--- config.mk ---
export PLATFORM = sky130hd
export DESIGN_NAME = clean_status_display_flat
export DESIGN_NICKNAME = d
export VERILOG_FILES = /design/src/rtl/clean_status_display_if.sv /design/src/rtl/clean_status_display.sv /design/src/flat_wrapper.sv
export SDC_FILE = /design/constraint.sdc
export NUM_CORES = 1
export LEC_CHECK = 0
export ABC_AREA = 1
export CORE_ASPECT_RATIO = 1.25
export CORE_MARGIN = 2
export CORE_UTILIZATION = 35
export DETAILED_ROUTE_END_ITERATION = 12
export GPL_ROUTABILITY_DRIVEN = 1
export MAX_ROUTING_LAYER = met4
export SYNTH_ARGS = -nofsm -noshare
export SYNTH_HDL_FRONTEND = slang
export SYNTH_SLANG_ARGS = --single-unit
--- constraint.sdc ---
create_clock -name clk -period 6.85 [get_ports clk]
set_input_delay 1.37 -clock clk [delete_from_list [all_inputs] [get_ports clk]]
set_output_delay 1.37 -clock clk [all_outputs]
set_load 0.02 [all_outputs]
--- src/rtl/clean_status_display_if.sv ---
// Status/display bundle between the self-clean controller, this driver and the board pins.
// Ports: cleaning/countdown/done come from the controller; seg_out/seg_en/buzzer go to the pins.
// slave = the display driver, master = whoever supplies status and watches the pins.
interface clean_status_display_if;
  logic       cleaning;
  logic [7:0] countdown;
  logic       done;
  logic [7:0] seg_out;
  logic [3:0] seg_en;
  logic       buzzer;

  modport master (output cleaning, countdown, done, input seg_out, seg_en, buzzer);
  modport slave  (input cleaning, countdown, done, output seg_out, seg_en, buzzer);
endinterface

--- src/rtl/clean_status_display.sv ---
// Self-clean display/alert driver: shows remaining time as M.SS on a 4-digit muxed display,
// flashes "donE" with the buzzer on completion. Ports: clk, rst (async, active high), bus (slave).
// Latency: 3 cycles from cleaning/done edge to mode change, <=14 cycles from countdown to digits.
// No backpressure; outputs are free-running.
module clean_status_display #(
  parameter int CLK_HZ      = 100_000_000,
  parameter int SCAN_HZ     = 1000,
  parameter int BLINK_HZ    = 2,
  parameter int DONE_SHOW_S = 5
) (
  input logic                   clk,
  input logic                   rst,
  clean_status_display_if.slave bus
);
  localparam int SCAN_DIV = CLK_HZ / SCAN_HZ;
  localparam int HALF_DIV = CLK_HZ / (2 * BLINK_HZ);
  localparam int SHOW_DIV = DONE_SHOW_S * CLK_HZ;
  localparam int SCAN_W   = $clog2(SCAN_DIV + 1);
  localparam int HALF_W   = $clog2(HALF_DIV + 1);
  localparam int SHOW_W   = $clog2(SHOW_DIV + 1);

  localparam logic [1:0] ST_BLANK = 2'd0;
  localparam logic [1:0] ST_RUN   = 2'd1;
  localparam logic [1:0] ST_DONE  = 2'd2;

  // ---------------- input synchronisation ----------------
  logic [1:0] clean_sy, done_sy;
  logic       done_prev;
  logic [7:0] cd_s1, cd_s2, cd_prev, cd_hold;
  logic       clean_s, done_rise, cd_load;

  assign clean_s   = clean_sy[1];
  assign done_rise = done_sy[1] & ~done_prev;
  // A new countdown is taken only once it has been seen on two consecutive synced samples.
  assign cd_load   = (cd_s2 == cd_prev) && (cd_s2 != cd_hold);

  always_ff @(posedge clk or posedge rst) begin
    if (rst) begin
      clean_sy  <= '0;
      done_sy   <= '0;
      done_prev <= 1'b0;
      cd_s1     <= '0;
      cd_s2     <= '0;
      cd_prev   <= '0;
      cd_hold   <= '0;
    end else begin
      clean_sy  <= {clean_sy[0], bus.cleaning};
      done_sy   <= {done_sy[0], bus.done};
      done_prev <= done_sy[1];
      cd_s1     <= bus.countdown;
      cd_s2     <= cd_s1;
      cd_prev   <= cd_s2;
      if (cd_load) cd_hold <= cd_s2;
    end
  end

  // ---------------- mode FSM ----------------
  logic [1:0]        state, nxt;
  logic [SHOW_W-1:0] show_cnt;
  logic [HALF_W-1:0] blink_cnt;
  logic              blink_on, show_end, enter_run, enter_done, show_restart;

  assign show_end = (show_cnt == SHOW_W'(SHOW_DIV - 1));

  // Priority everywhere: cleaning high > done edge > timeout.
  always_comb begin
    nxt = state;
    case (state)
      ST_BLANK: if (clean_s) nxt = ST_RUN; else if (done_rise) nxt = ST_DONE;
      ST_RUN:   if (!clean_s) nxt = done_rise ? ST_DONE : ST_BLANK;
      ST_DONE:  if (clean_s) nxt = ST_RUN; else if (!done_rise && show_end) nxt = ST_BLANK;
      default:  nxt = ST_BLANK;
    endcase
  end

  assign enter_run    = (nxt == ST_RUN) && (state != ST_RUN);
  assign enter_done   = (nxt == ST_DONE) && (state != ST_DONE);
  assign show_restart = enter_done || ((state == ST_DONE) && (nxt == ST_DONE) && done_rise);

  always_ff @(posedge clk or posedge rst) begin
    if (rst) begin
      state     <= ST_BLANK;
      show_cnt  <= '0;
      blink_cnt <= '0;
      blink_on  <= 1'b0;
    end else begin
      state <= nxt;
      if (show_restart) show_cnt <= '0;
      else if ((state == ST_DONE) && !show_end) show_cnt <= show_cnt + 1'b1;
      // Blink always starts with the on half when DONE_SHOW is entered.
      if (enter_done) begin
        blink_cnt <= '0;
        blink_on  <= 1'b1;
      end else if (blink_cnt == HALF_W'(HALF_DIV - 1)) begin
        blink_cnt <= '0;
        blink_on  <= ~blink_on;
      end else begin
        blink_cnt <= blink_cnt + 1'b1;
      end
    end
  end

  // ---------------- seconds -> M, S tens, S ones ----------------
  // Subtract 60 while possible, then 10; the remainder is the ones digit.
  // Display registers are only written on completion so a half-done result is never shown.
  logic       busy;
  logic [7:0] rem;
  logic [2:0] m_acc, t_acc, disp_m, disp_t;
  logic [3:0] disp_o;

  always_ff @(posedge clk or posedge rst) begin
    if (rst) begin
      busy   <= 1'b0;
      rem    <= '0;
      m_acc  <= '0;
      t_acc  <= '0;
      disp_m <= '0;
      disp_t <= '0;
      disp_o <= '0;
    end else if (cd_load || enter_run) begin
      busy  <= 1'b1;
      rem   <= cd_load ? cd_s2 : cd_hold;
      m_acc <= '0;
      t_acc <= '0;
    end else if (busy) begin
      if (rem >= 8'd60) begin
        rem   <= rem - 8'd60;
        m_acc <= m_acc + 3'd1;
      end else if (rem >= 8'd10) begin
        rem   <= rem - 8'd10;
        t_acc <= t_acc + 3'd1;
      end else begin
        busy   <= 1'b0;
        disp_m <= m_acc;
        disp_t <= t_acc;
        disp_o <= rem[3:0];
      end
    end
  end

  // ---------------- scan and output registers ----------------
  function automatic logic [7:0] seg_code(input logic [3:0] d);
    case (d)
      4'd0: return 8'h3F;  4'd1: return 8'h06;  4'd2: return 8'h5B;  4'd3: return 8'h4F;
      4'd4: return 8'h66;  4'd5: return 8'h6D;  4'd6: return 8'h7D;  4'd7: return 8'h07;
      4'd8: return 8'h7F;  4'd9: return 8'h6F;
      default: return 8'h00;
    endcase
  endfunction

  logic [SCAN_W-1:0] scan_cnt;
  logic [1:0]        scan_idx;
  logic [7:0]        pat, seg_out_r;
  logic [3:0]        seg_en_r;
  logic              buzzer_r, lit;

  assign lit = (state == ST_RUN) || ((state == ST_DONE) && blink_on);

  always_comb begin
    pat = 8'h00;
    if (state == ST_DONE) begin
      case (scan_idx)
        2'd3:    pat = 8'h5E;
        2'd2:    pat = 8'h5C;
        2'd1:    pat = 8'h54;
        default: pat = 8'h79;
      endcase
    end else begin
      case (scan_idx)
        2'd3:    pat = seg_code(4'd0);
        2'd2:    pat = seg_code({1'b0, disp_m}) | 8'h80;  // dp doubles as the colon
        2'd1:    pat = seg_code({1'b0, disp_t});
        default: pat = seg_code(disp_o);
      endcase
    end
  end

  always_ff @(posedge clk or posedge rst) begin
    if (rst) begin
      scan_cnt  <= '0;
      scan_idx  <= '0;
      seg_out_r <= '0;
      seg_en_r  <= '0;
      buzzer_r  <= 1'b0;
    end else begin
      if (scan_cnt == SCAN_W'(SCAN_DIV - 1)) begin
        scan_cnt <= '0;
        scan_idx <= scan_idx + 2'd1;
      end else begin
        scan_cnt <= scan_cnt + 1'b1;
      end
      seg_en_r  <= lit ? (4'b0001 << scan_idx) : 4'b0000;
      seg_out_r <= lit ? pat : 8'h00;
      buzzer_r  <= (state == ST_DONE) && blink_on;
    end
  end

  assign bus.seg_out = seg_out_r;
  assign bus.seg_en  = seg_en_r;
  assign bus.buzzer  = buzzer_r;
endmodule

--- src/flat_wrapper.sv ---
// flat-port wrapper written by rule: the top's interface ports become plain ports
module clean_status_display_flat 
#(
  parameter int CLK_HZ      = 100_000_000,
  parameter int SCAN_HZ     = 1000,
  parameter int BLINK_HZ    = 2,
  parameter int DONE_SHOW_S = 5
)
  (clk, rst, bus_cleaning, bus_countdown, bus_done, bus_seg_out, bus_seg_en, bus_buzzer);
  clean_status_display_if bus_i ();
  input logic clk;
  input logic rst;
  input wire logic [$bits(bus_i.cleaning)-1:0] bus_cleaning;
  input wire logic [$bits(bus_i.countdown)-1:0] bus_countdown;
  input wire logic [$bits(bus_i.done)-1:0] bus_done;
  output wire logic [$bits(bus_i.seg_out)-1:0] bus_seg_out;
  output wire logic [$bits(bus_i.seg_en)-1:0] bus_seg_en;
  output wire logic [$bits(bus_i.buzzer)-1:0] bus_buzzer;
  assign bus_i.cleaning = bus_cleaning;
  assign bus_i.countdown = bus_countdown;
  assign bus_i.done = bus_done;
  assign bus_seg_out = bus_i.seg_out;
  assign bus_seg_en = bus_i.seg_en;
  assign bus_buzzer = bus_i.buzzer;
  clean_status_display #(.CLK_HZ(CLK_HZ), .SCAN_HZ(SCAN_HZ), .BLINK_HZ(BLINK_HZ), .DONE_SHOW_S(DONE_SHOW_S)) u_core (.clk(clk), .rst(rst), .bus(bus_i));
endmodule
==> metrics.txt, run 1 <==
# TYPE chip_impl_metric gauge
chip_impl_info{name="cts_tree",value="built"} 1
chip_impl_metric{name="yosysUniqueCellTypes",unit=""} 46
chip_impl_metric{name="yosys_register_bits",unit=""} 151
chip_impl_metric{name="clock.fmax",unit="MHz"} 369.2
chip_impl_metric{name="register_share_of_total_power",unit="%"} 40.4
chip_impl_metric{name="post_synth_mux_area_share",unit="%"} 0
chip_impl_metric{name="max_cap_violations",unit=""} 0
chip_impl_metric{name="async_reset_ff_share",unit="%"} 100.0
chip_impl_info{name="synth_ff_type",value="dfrtp_1"} 1
chip_impl_metric{name="global_route_wire_length_before_repair",unit="mm"} 30.16
chip_impl_metric{name="synth_adder_area_share",unit="%"} 4.337
chip_impl_metric{name="cts.repair.resized",unit=""} 0
chip_impl_info{name="path_cells",value="clkdlybuf4s50_1"} 1
chip_impl_metric{name="drc_errors",unit=""} 0
chip_impl_metric{name="critPathArrivalTime",unit="ns"} 1.34
chip_impl_metric{name="tightest_slew",unit="ns"} 1.100
chip_impl_metric{name="detail-route-antenna-nets",unit=""} 0
chip_impl_info{name="kind_of_cell_with_the_highest_combined_delay_on_the_critical_path",value="buffers and inverters"} 1
chip_impl_metric{name="timing.setup.tns",unit="ns"} 0
chip_impl_info{name="setup_repair_after_global_routing_missed_its_margin",value="false"} 1
chip_impl_info{name="ctsRootBufferMaster",value="clkbuf_16"} 1
chip_impl_metric{name="cp_max_fo",unit=""} 1
chip_impl_metric{name="worstRegToRegCells",unit=""} 8
chip_impl_info{name="worstSetupPathType",value="flop to primary output"} 1
chip_impl_info{name="r2r_start",value="u_core.rem[2]$_DFFE_PP0P_"} 1
chip_impl_metric{name="power.share.switching",unit="%"} 32.32
chip_impl_metric{name="drive_above_1_share",unit="%"} 6.589
chip_impl_metric{name="grt.overflow.total",unit=""} 0
chip_impl_metric{name="worstHoldPathCells",unit=""} 0
chip_impl_metric{name="cp.buffers_inverters",unit=""} 1
chip_impl_metric{name="timing.critical_path.slowest_cell_delay",unit="ns"} 0.60
chip_impl_metric{name="die_area",unit="sq um"} 25170
chip_impl_metric{name="final.period_utilization",unit="%"} 39.54
chip_impl_metric{name="p_int",unit="mW"} 1.880
chip_impl_metric{name="yosys.area_share.simple",unit="%"} 31.82
chip_impl_metric{name="design.final.nets",unit=""} 1151
chip_impl_metric{name="number_of_pins_exceeding_their_max_slew_limit_in_the_final_report",unit=""} 0
chip_impl_metric{name="n_fill_cell",unit=""} 2348
chip_impl_metric{name="die_w",unit="um"} 142.3
chip_impl_metric{name="cts.hold.buffers_added",unit=""} 0
chip_impl_metric{name="groute.usage.overall",unit="%"} 15.06
chip_impl_metric{name="synth.net_count",unit=""} 1123
chip_impl_metric{name="grt_use_met3",unit="%"} 2.489
chip_impl_metric{name="synthCells",unit=""} 1082
chip_impl_info{name="startpoint_type",value="flop"} 1
chip_impl_metric{name="drt_first_pass_iters",unit=""} 7
chip_impl_metric{name="synthesis.yosys.warnings",unit=""} 0
chip_impl_metric{name="fin_crit",unit="ns"} 2.708
chip_impl_info{name="layout_common_cells",value="nand2_1, dfrtp_1, inv_1"} 1
chip_impl_info{name="min_from",value="u_core.cd_s1[4]$_DFF_PP0_"} 1
chip_impl_metric{name="synth_compound_area_share",unit="%"} 5.817
chip_impl_metric{name="via_count_of_the_first_global_routing_pass",unit=""} 6504
chip_impl_info{name="status",value="finished, final reports clean"} 1
chip_impl_metric{name="floorplan.die.height",unit="um"} 176.9
chip_impl_metric{name="cts_buffers",unit=""} 17
chip_impl_metric{name="slew_headroom",unit="%"} 26.40
chip_impl_metric{name="diodes",unit=""} 0
chip_impl_metric{name="synth_sequential_area_ratio",unit="%"} 45.16
chip_impl_info{name="grt.busiest_layer",value="met2"} 1
chip_impl_info{name="timing.hold.worst_endpoint",value="u_core.cd_s2[4]$_DFF_PP0_"} 1
chip_impl_info{name="worst_path_max_delay_cell",value="clkdlybuf4s50_1"} 1
chip_impl_metric{name="wl_per_cell",unit="um"} 12.04
chip_impl_metric{name="pwr-share-comb",unit="%"} 23.6
chip_impl_metric{name="globalRouteMet1Util",unit="%"} 18.42
chip_impl_metric{name="io_buffer_count",unit=""} 24
chip_impl_metric{name="routed_wire_length",unit="mm"} 17.04
chip_impl_metric{name="power_switching",unit="mW"} 0.8978
chip_impl_metric{name="clk_latency",unit="ns"} 0.42
chip_impl_metric{name="detailedPlacementHpwl",unit="mm"} 12.11
chip_impl_metric{name="finalSetupViolCount",unit=""} 0
chip_impl_metric{name="clkSinkCount",unit=""} 151
chip_impl_info{name="rr_endpoint",value="u_core.disp_o[0]$_DFFE_PP0P_"} 1
chip_impl_metric{name="finClkSkew",unit="ns"} 0.009513
chip_impl_metric{name="irDropWorstVdd",unit="uV"} 124.1
chip_impl_metric{name="first_iter_violations",unit=""} 361
chip_impl_metric{name="number_of_h_tree_levels",unit=""} 4
chip_impl_metric{name="row_count",unit=""} 63
chip_impl_info{name="hp-class",value="flop to flop"} 1
chip_impl_metric{name="clock_power_share",unit="%"} 35.9
chip_impl_metric{name="gp_congestion",unit=""} 0.8563
chip_impl_metric{name="power.density",unit="nW/um^2"} 292.4
chip_impl_metric{name="post_synth_xor_area_fraction",unit="%"} 4.920
chip_impl_metric{name="vias_per_cell",unit=""} 4.712
chip_impl_info{name="layout_commonest_cell",value="nand2_1"} 1
chip_impl_metric{name="grt_use_met2",unit="%"} 25.10
chip_impl_metric{name="required",unit="ns"} 5.48
chip_impl_metric{name="final_util",unit="%"} 40.31
chip_impl_metric{name="coreArea",unit="sq um"} 23570
chip_impl_metric{name="area_growth",unit="%"} 13.56
chip_impl_metric{name="final_hold_viol_count",unit=""} 0
chip_impl_metric{name="antenna_found_initial",unit=""} 0
chip_impl_metric{name="leakagePower",unit="nW"} 4.461
chip_impl_metric{name="grt_max_degree",unit=""} 107
chip_impl_metric{name="synth_edf_count",unit=""} 0
chip_impl_metric{name="maximum_buffer_depth_of_the_clock_tree",unit=""} 2
chip_impl_metric{name="design.portCount",unit=""} 25
chip_impl_metric{name="worstSetupPathDepth",unit=""} 1
chip_impl_metric{name="clk_transition_reported_paths",unit="ns"} 0.06
chip_impl_info{name="combinational_family_with_the_most_area_after_synthesis",value="simple AND/OR/NAND/NOR gates"} 1
chip_impl_metric{name="initial_utilization",unit="%"} 35.50
chip_impl_metric{name="r2r_setup_slack",unit="ns"} 4.24
chip_impl_metric{name="synthesis.area_per_instance",unit="sq um"} 7.733
chip_impl_metric{name="cts_post_setup_buffers_inserted",unit=""} 0
chip_impl_metric{name="via_count",unit=""} 6667
chip_impl_metric{name="mappedNetlistArea",unit="sq um"} 8367
chip_impl_info{name="setup.worst_path.end_class",value="primary output"} 1
[through the flow]
step	setup slack [ns]	cells	total power [mW]	instance area (sq um)	hold WS [ns]
3_3_place_gp	3.631	1383	1.785	8874	0.3316
3_5_place_dp	3.601	1383	1.798	8874	0.3347
5_1_grt	3.856	1415	2.984	9502	0.3511
4_1_cts	4.042	1415	2.816	9502	0.3503
6_report	4.142	1415	2.778	9502	0.3483
2_1_floorplan	1.415	1082	1.637	8367	0.3312
[sequential cells by signal (all words and copies together) (netlist names), 2 cells and up]
name / count
u_core.blink_cnt: 25
u_core.disp_o: 4
u_core.done_sy: 2
u_core.scan_cnt: 17
u_core.t_acc: 3
u_core.show_cnt: 29
u_core.disp_m: 3
u_core.cd_hold: 8
u_core.scan_idx: 2
u_core.disp_t: 3
u_core.cd_prev: 8
u_core.state: 2
u_core.bus.seg_out: 8
u_core.cd_s2: 8
u_core.bus.seg_en: 4
u_core.clean_sy: 2
u_core.m_acc: 3
u_core.cd_s1: 8
u_core.rem: 8
[worst max-delay path by stage]
| stage | slack (ns) | to | from |
|---|---|---|---|
| global route | 3.86 | u_core.bus.seg_en[2]$_DFF_PP0_ | rst |
| CTS | 4.04 | u_core.bus.seg_en[2]$_DFF_PP0_ | rst |
| finish | 4.14 | bus_seg_en[2] | u_core.bus.seg_en[2]$_DFF_PP0_ |
| detailed placement | 3.60 | u_core.scan_cnt[3]$_DFF_PP0_ | rst |
| floorplan | 1.42 | u_core.blink_cnt[0]$_DFF_PP0_ | rst |
| global placement | 3.63 | u_core.scan_cnt[5]$_DFF_PP0_ | rst |
[power by group through the flow]
stage                     Clock (mW)  Combinational (mW)  Sequential [mW]
final                          0.997               0.657             1.12
after global routing            1.07               0.773             1.14
after CTS                       1.03               0.664             1.12
after detailed placement           0               0.660             1.14
after global placement             0               0.650             1.13
after floorplan                    0               0.512             1.13
[cells in the mapped netlist (all sizes together), types with 2 or more instances]
cell    count  share of area, %
nand4      29               2.2
nand2     324                15
xnor2      12               1.3
a21oi      21               1.3
xor2       35               3.7
o211ai      7              0.63
inv       146               6.6
dfrtp     151                45
o21ai      44               2.9
nand3      80               4.8
ha         29               4.3
nor4        7              0.52
nor3       32               2.2
and2        7              0.52
a311oi      2              0.21
or2         6              0.45
clkbuf      2              0.10
nor2      123               5.8
nand3b      2              0.18
buf        14               1.2
o221ai      2              0.21
[layout make-up]
| class | count | area (sq um) | share of cell area, % |
|---|---|---|---|
| Multi-Input combinational cell | 769 | 3924 | 41.30 |
| Clock buffer | 19 | 432.9 | 4.556 |
| Inverter | 146 | 558.0 | 5.873 |
| Timing Repair Buffer | 25 | 247.7 | 2.607 |
| Tap cell | 292 | 365.4 | 3.845 |
| Sequential cell | 151 | 3779 | 39.77 |
| Clock inverter | 13 | 195.2 | 2.054 |
[per-layer routing]
| metal | wire [um] | up-vias |
|---|---|---|
| li1 | - | 3486 |
| met1 | 7954 | 3039 |
| met2 | 8251 | 118 |
| met3 | 502 | 24 |
| met4 | 332 | 0 |
| met5 | 0 | - |
[cell families (layout without fill, tap and decap cells)]
| logic type | Yosys count | after routing |
|---|---|---|
| buffers and inverters | 162 | 203 |
| and+or+nand+nor | 611 | 611 |
| xor gates and xnor gates | 47 | 47 |
| AOI/OAI and AO/OA | 82 | 82 |
| adders and majority gates | 29 | 29 |
| DFF | 151 | 151 |
(Power assumes the default switching activity.)
==> run 2, diff against run 1 <==
==> constraint.sdc (replaced) <==
create_clock -name clk -period 2.5 [get_ports clk]
set_input_delay 0.5 -clock clk [delete_from_list [all_inputs] [get_ports clk]]
set_output_delay 0.5 -clock clk [all_outputs]
set_load 0.02 [all_outputs]
==> run 2 against run 1 <==
Compared with the run above:
- first-iteration DRC count is 3.9% lower
- critical path depth is 11 higher
- power grew to 2.7 times the previous value
- sequential cell count stayed put
- via count is 0.70% higher
- setup slack worse by 3.7 ns
- final cell count is 0.28% higher
- wire length is 0.79% higher
- largest power group unchanged
==> metrics.txt, run 2 (synthesized netlist as in run 1, its figures left out) <==
# TYPE chip_impl_metric gauge
chip_impl_info{name="status",value="finished, final reports clean"} 1
chip_impl_metric{name="r2r_setup_slack",unit="ns"} 0.46
chip_impl_metric{name="number_of_h_tree_levels",unit=""} 4
chip_impl_metric{name="clkSinkCount",unit=""} 151
chip_impl_metric{name="detail-route-antenna-nets",unit=""} 0
chip_impl_metric{name="antenna_found_initial",unit=""} 0
chip_impl_metric{name="groute.usage.overall",unit="%"} 15.35
chip_impl_info{name="ctsRootBufferMaster",value="clkbuf_16"} 1
chip_impl_metric{name="die_w",unit="um"} 142.3
chip_impl_metric{name="cts.repair.resized",unit=""} 0
chip_impl_info{name="rr_endpoint",value="u_core.t_acc[1]$_DFFE_PP0P_"} 1
chip_impl_metric{name="design.portCount",unit=""} 25
chip_impl_metric{name="number_of_pins_exceeding_their_max_slew_limit_in_the_final_report",unit=""} 0
chip_impl_info{name="timing.hold.worst_endpoint",value="u_core.cd_s2[6]$_DFF_PP0_"} 1
chip_impl_metric{name="slew_headroom",unit="%"} 64.42
chip_impl_info{name="min_from",value="u_core.cd_s1[6]$_DFF_PP0_"} 1
chip_impl_info{name="worstSetupPathType",value="flop to flop"} 1
chip_impl_metric{name="cts_buffers",unit=""} 17
chip_impl_metric{name="area_growth",unit="%"} 13.97
chip_impl_info{name="registers.top_by_ff_count",value="u_core.show_cnt"} 1
chip_impl_info{name="setup_repair_after_global_routing_missed_its_margin",value="false"} 1
chip_impl_metric{name="maximum_buffer_depth_of_the_clock_tree",unit=""} 2
chip_impl_metric{name="floorplan.die.height",unit="um"} 176.9
chip_impl_metric{name="max_cap_violations",unit=""} 0
chip_impl_info{name="layout_commonest_cell",value="nand2_1"} 1
chip_impl_metric{name="fin_hold_ws",unit="ns"} 0.3501
chip_impl_metric{name="final-instance-count-excl-fill",unit=""} 1419
chip_impl_metric{name="power.density",unit="nW/um^2"} 793.3
chip_impl_metric{name="worstHoldPathCells",unit=""} 0
chip_impl_metric{name="drt_first_pass_iters",unit=""} 5
chip_impl_metric{name="initial_utilization",unit="%"} 35.50
chip_impl_metric{name="clk_transition_reported_paths",unit="ns"} 0.07
chip_impl_metric{name="finalSetupViolCount",unit=""} 0
chip_impl_metric{name="io_buffer_count",unit=""} 24
chip_impl_metric{name="worstRegToRegCells",unit=""} 12
chip_impl_info{name="cts_tree",value="built"} 1
chip_impl_info{name="layout_top_registers",value="u_core.show_cnt x29, u_core.blink_cnt x25, u_core.scan_cnt x17"} 1
chip_impl_metric{name="global_route_wire_length_before_repair",unit="mm"} 30.64
chip_impl_metric{name="fin_crit",unit="ns"} 2.039
chip_impl_metric{name="routed_wire_length",unit="mm"} 17.18
chip_impl_metric{name="finClkSkew",unit="ns"} 0.007020
chip_impl_metric{name="final.setup.worst_slack",unit="ns"} 0.4607
chip_impl_metric{name="die_area",unit="sq um"} 25170
chip_impl_metric{name="power.total",unit="mW"} 7.564
chip_impl_metric{name="row_count",unit=""} 63
chip_impl_info{name="r2r_start",value="u_core.cd_s2[0]$_DFF_PP0_"} 1
chip_impl_metric{name="diodes",unit=""} 0
chip_impl_metric{name="first_iter_violations",unit=""} 347
chip_impl_metric{name="cts_post_setup_buffers_inserted",unit=""} 0
chip_impl_metric{name="final.period_utilization",unit="%"} 81.57
chip_impl_metric{name="drc_errors",unit=""} 0
chip_impl_metric{name="leakagePower",unit="nW"} 4.492
chip_impl_metric{name="irDropWorstVdd",unit="uV"} 510.2
chip_impl_metric{name="required",unit="ns"} 2.82
chip_impl_metric{name="via_count_of_the_first_global_routing_pass",unit=""} 6655
chip_impl_metric{name="n_fill_cell",unit=""} 2379
chip_impl_metric{name="drive_above_1_share",unit="%"} 7.098
chip_impl_metric{name="clk_latency",unit="ns"} 0.44
chip_impl_metric{name="coreArea",unit="sq um"} 23570
chip_impl_info{name="setup.worst_path.end_class",value="flop"} 1
chip_impl_metric{name="largest_register_ff_count",unit=""} 29
chip_impl_metric{name="cts.hold.buffers_added",unit=""} 0
chip_impl_metric{name="timing.setup.tns",unit="ns"} 0
chip_impl_metric{name="gp_congestion",unit=""} 0.9003
chip_impl_metric{name="critPathArrivalTime",unit="ns"} 2.36
chip_impl_metric{name="tightest_slew",unit="ns"} 0.5332
chip_impl_metric{name="detailedPlacementHpwl",unit="mm"} 12.46
chip_impl_metric{name="cp_max_fo",unit=""} 20
chip_impl_metric{name="wl_per_cell",unit="um"} 12.10
chip_impl_metric{name="grt_max_degree",unit=""} 98
chip_impl_info{name="startpoint_type",value="flop"} 1
chip_impl_info{name="hp-class",value="flop to flop"} 1
chip_impl_info{name="layout_common_cells",value="nand2_1, dfrtp_1, inv_1"} 1
chip_impl_metric{name="clock.fmax",unit="MHz"} 490.4
chip_impl_metric{name="grt.overflow.total",unit=""} 0
chip_impl_metric{name="via_count",unit=""} 6714
chip_impl_metric{name="vias_per_cell",unit=""} 4.732
chip_impl_metric{name="pre_cts_slack",unit="ns"} 0.4496
chip_impl_metric{name="dpl.cell_count",unit=""} 1387
chip_impl_metric{name="design.final.nets",unit=""} 1155
chip_impl_metric{name="final_hold_viol_count",unit=""} 0
## run 2: cell count changes in the layout (fill, tap and decap cells not counted)
cell        previous run  this run
inv_6                  4         8
buf_12                 0         2
buf_4                  1         3
bufinv_16              4         2
clkbuf_1               2         0
clkinv_4               4         2
clkinvlp_4             3         1
inv_8                  0         2
clkinv_2               0         1
clkinv_8               0         1
## run 2: worst max-delay path by stage
| stage | startpoint | endpoint | cells after the start |
|---|---|---|---|
| detailed placement | u_core.cd_s2[0]$_DFF_PP0_ | u_core.t_acc[1]$_DFFE_PP0P_ | 12 |
| global route | u_core.cd_s2[3]$_DFF_PP0_ | u_core.rem[7]$_DFFE_PP0P_ | 11 |
| floorplan | rst | u_core.blink_cnt[0]$_DFF_PP0_ | 1 |
| finish | u_core.cd_s2[0]$_DFF_PP0_ | u_core.t_acc[1]$_DFFE_PP0P_ | 12 |
| CTS | u_core.cd_s2[0]$_DFF_PP0_ | u_core.t_acc[1]$_DFFE_PP0P_ | 12 |
| global placement | u_core.cd_s2[4]$_DFF_PP0_ | u_core.t_acc[1]$_DFFE_PP0P_ | 10 |
## run 2: area by class of cell
class / instances / area [sq um] / area share (%)
clock buffer: 17 / 425.4 / 4.461
clock inverter: 15 / 182.7 / 1.916
tap: 292 / 365.4 / 3.832
sequential: 151 / 3779 / 39.63
inverter: 146 / 556.8 / 5.839
multi-input combinational: 769 / 3924 / 41.15
timing repair buffer: 29 / 302.8 / 3.175
## run 2: report_power, final
part	total (mW)	switching [mW]	internal [mW]	leakage [nW]
combinational	1.83	1.11	0.711	2.23
sequential	3.08	0.307	2.77	1.96
clock	2.66	1.15	1.51	0.301
total	7.56	2.57	5.00	4.49
## run 2: through the flow
| step | area, sq um | utilization (%) |
|---|---|---|
| finish | 9535 | 40.46 |
| global route | 9535 | 40.46 |
| CTS | 9535 | 40.46 |
| detailed placement | 8927 | 37.88 |
| global placement | 8927 | 37.88 |
| floorplan | 8371 | - |
## run 2: worst max-delay path, cell delays in order, from the launching register on
cell and delay (ns):
dfrtp_1 0.42, inv_2 0.09, nand2_1 0.05, nand2_1 0.05, nand2_1 0.05, nor2_1 0.12, nand2_2 0.15, nand2_4 0.20
nand2_2 0.19, inv_2 0.35, nand2_8 0.11, nand3_1 0.09, o21ai_1 0.06
## run 2: layer usage
metal  vias to the layer above  global-route usage [%]  routed length (um)
met5                         -                       -                   0
met4                         0                   6.518                 483
met3                        34                   2.868                 514
met2                       128                   24.70                8162
met1                      3056                   18.99                8015
li1                       3496                       -                   -
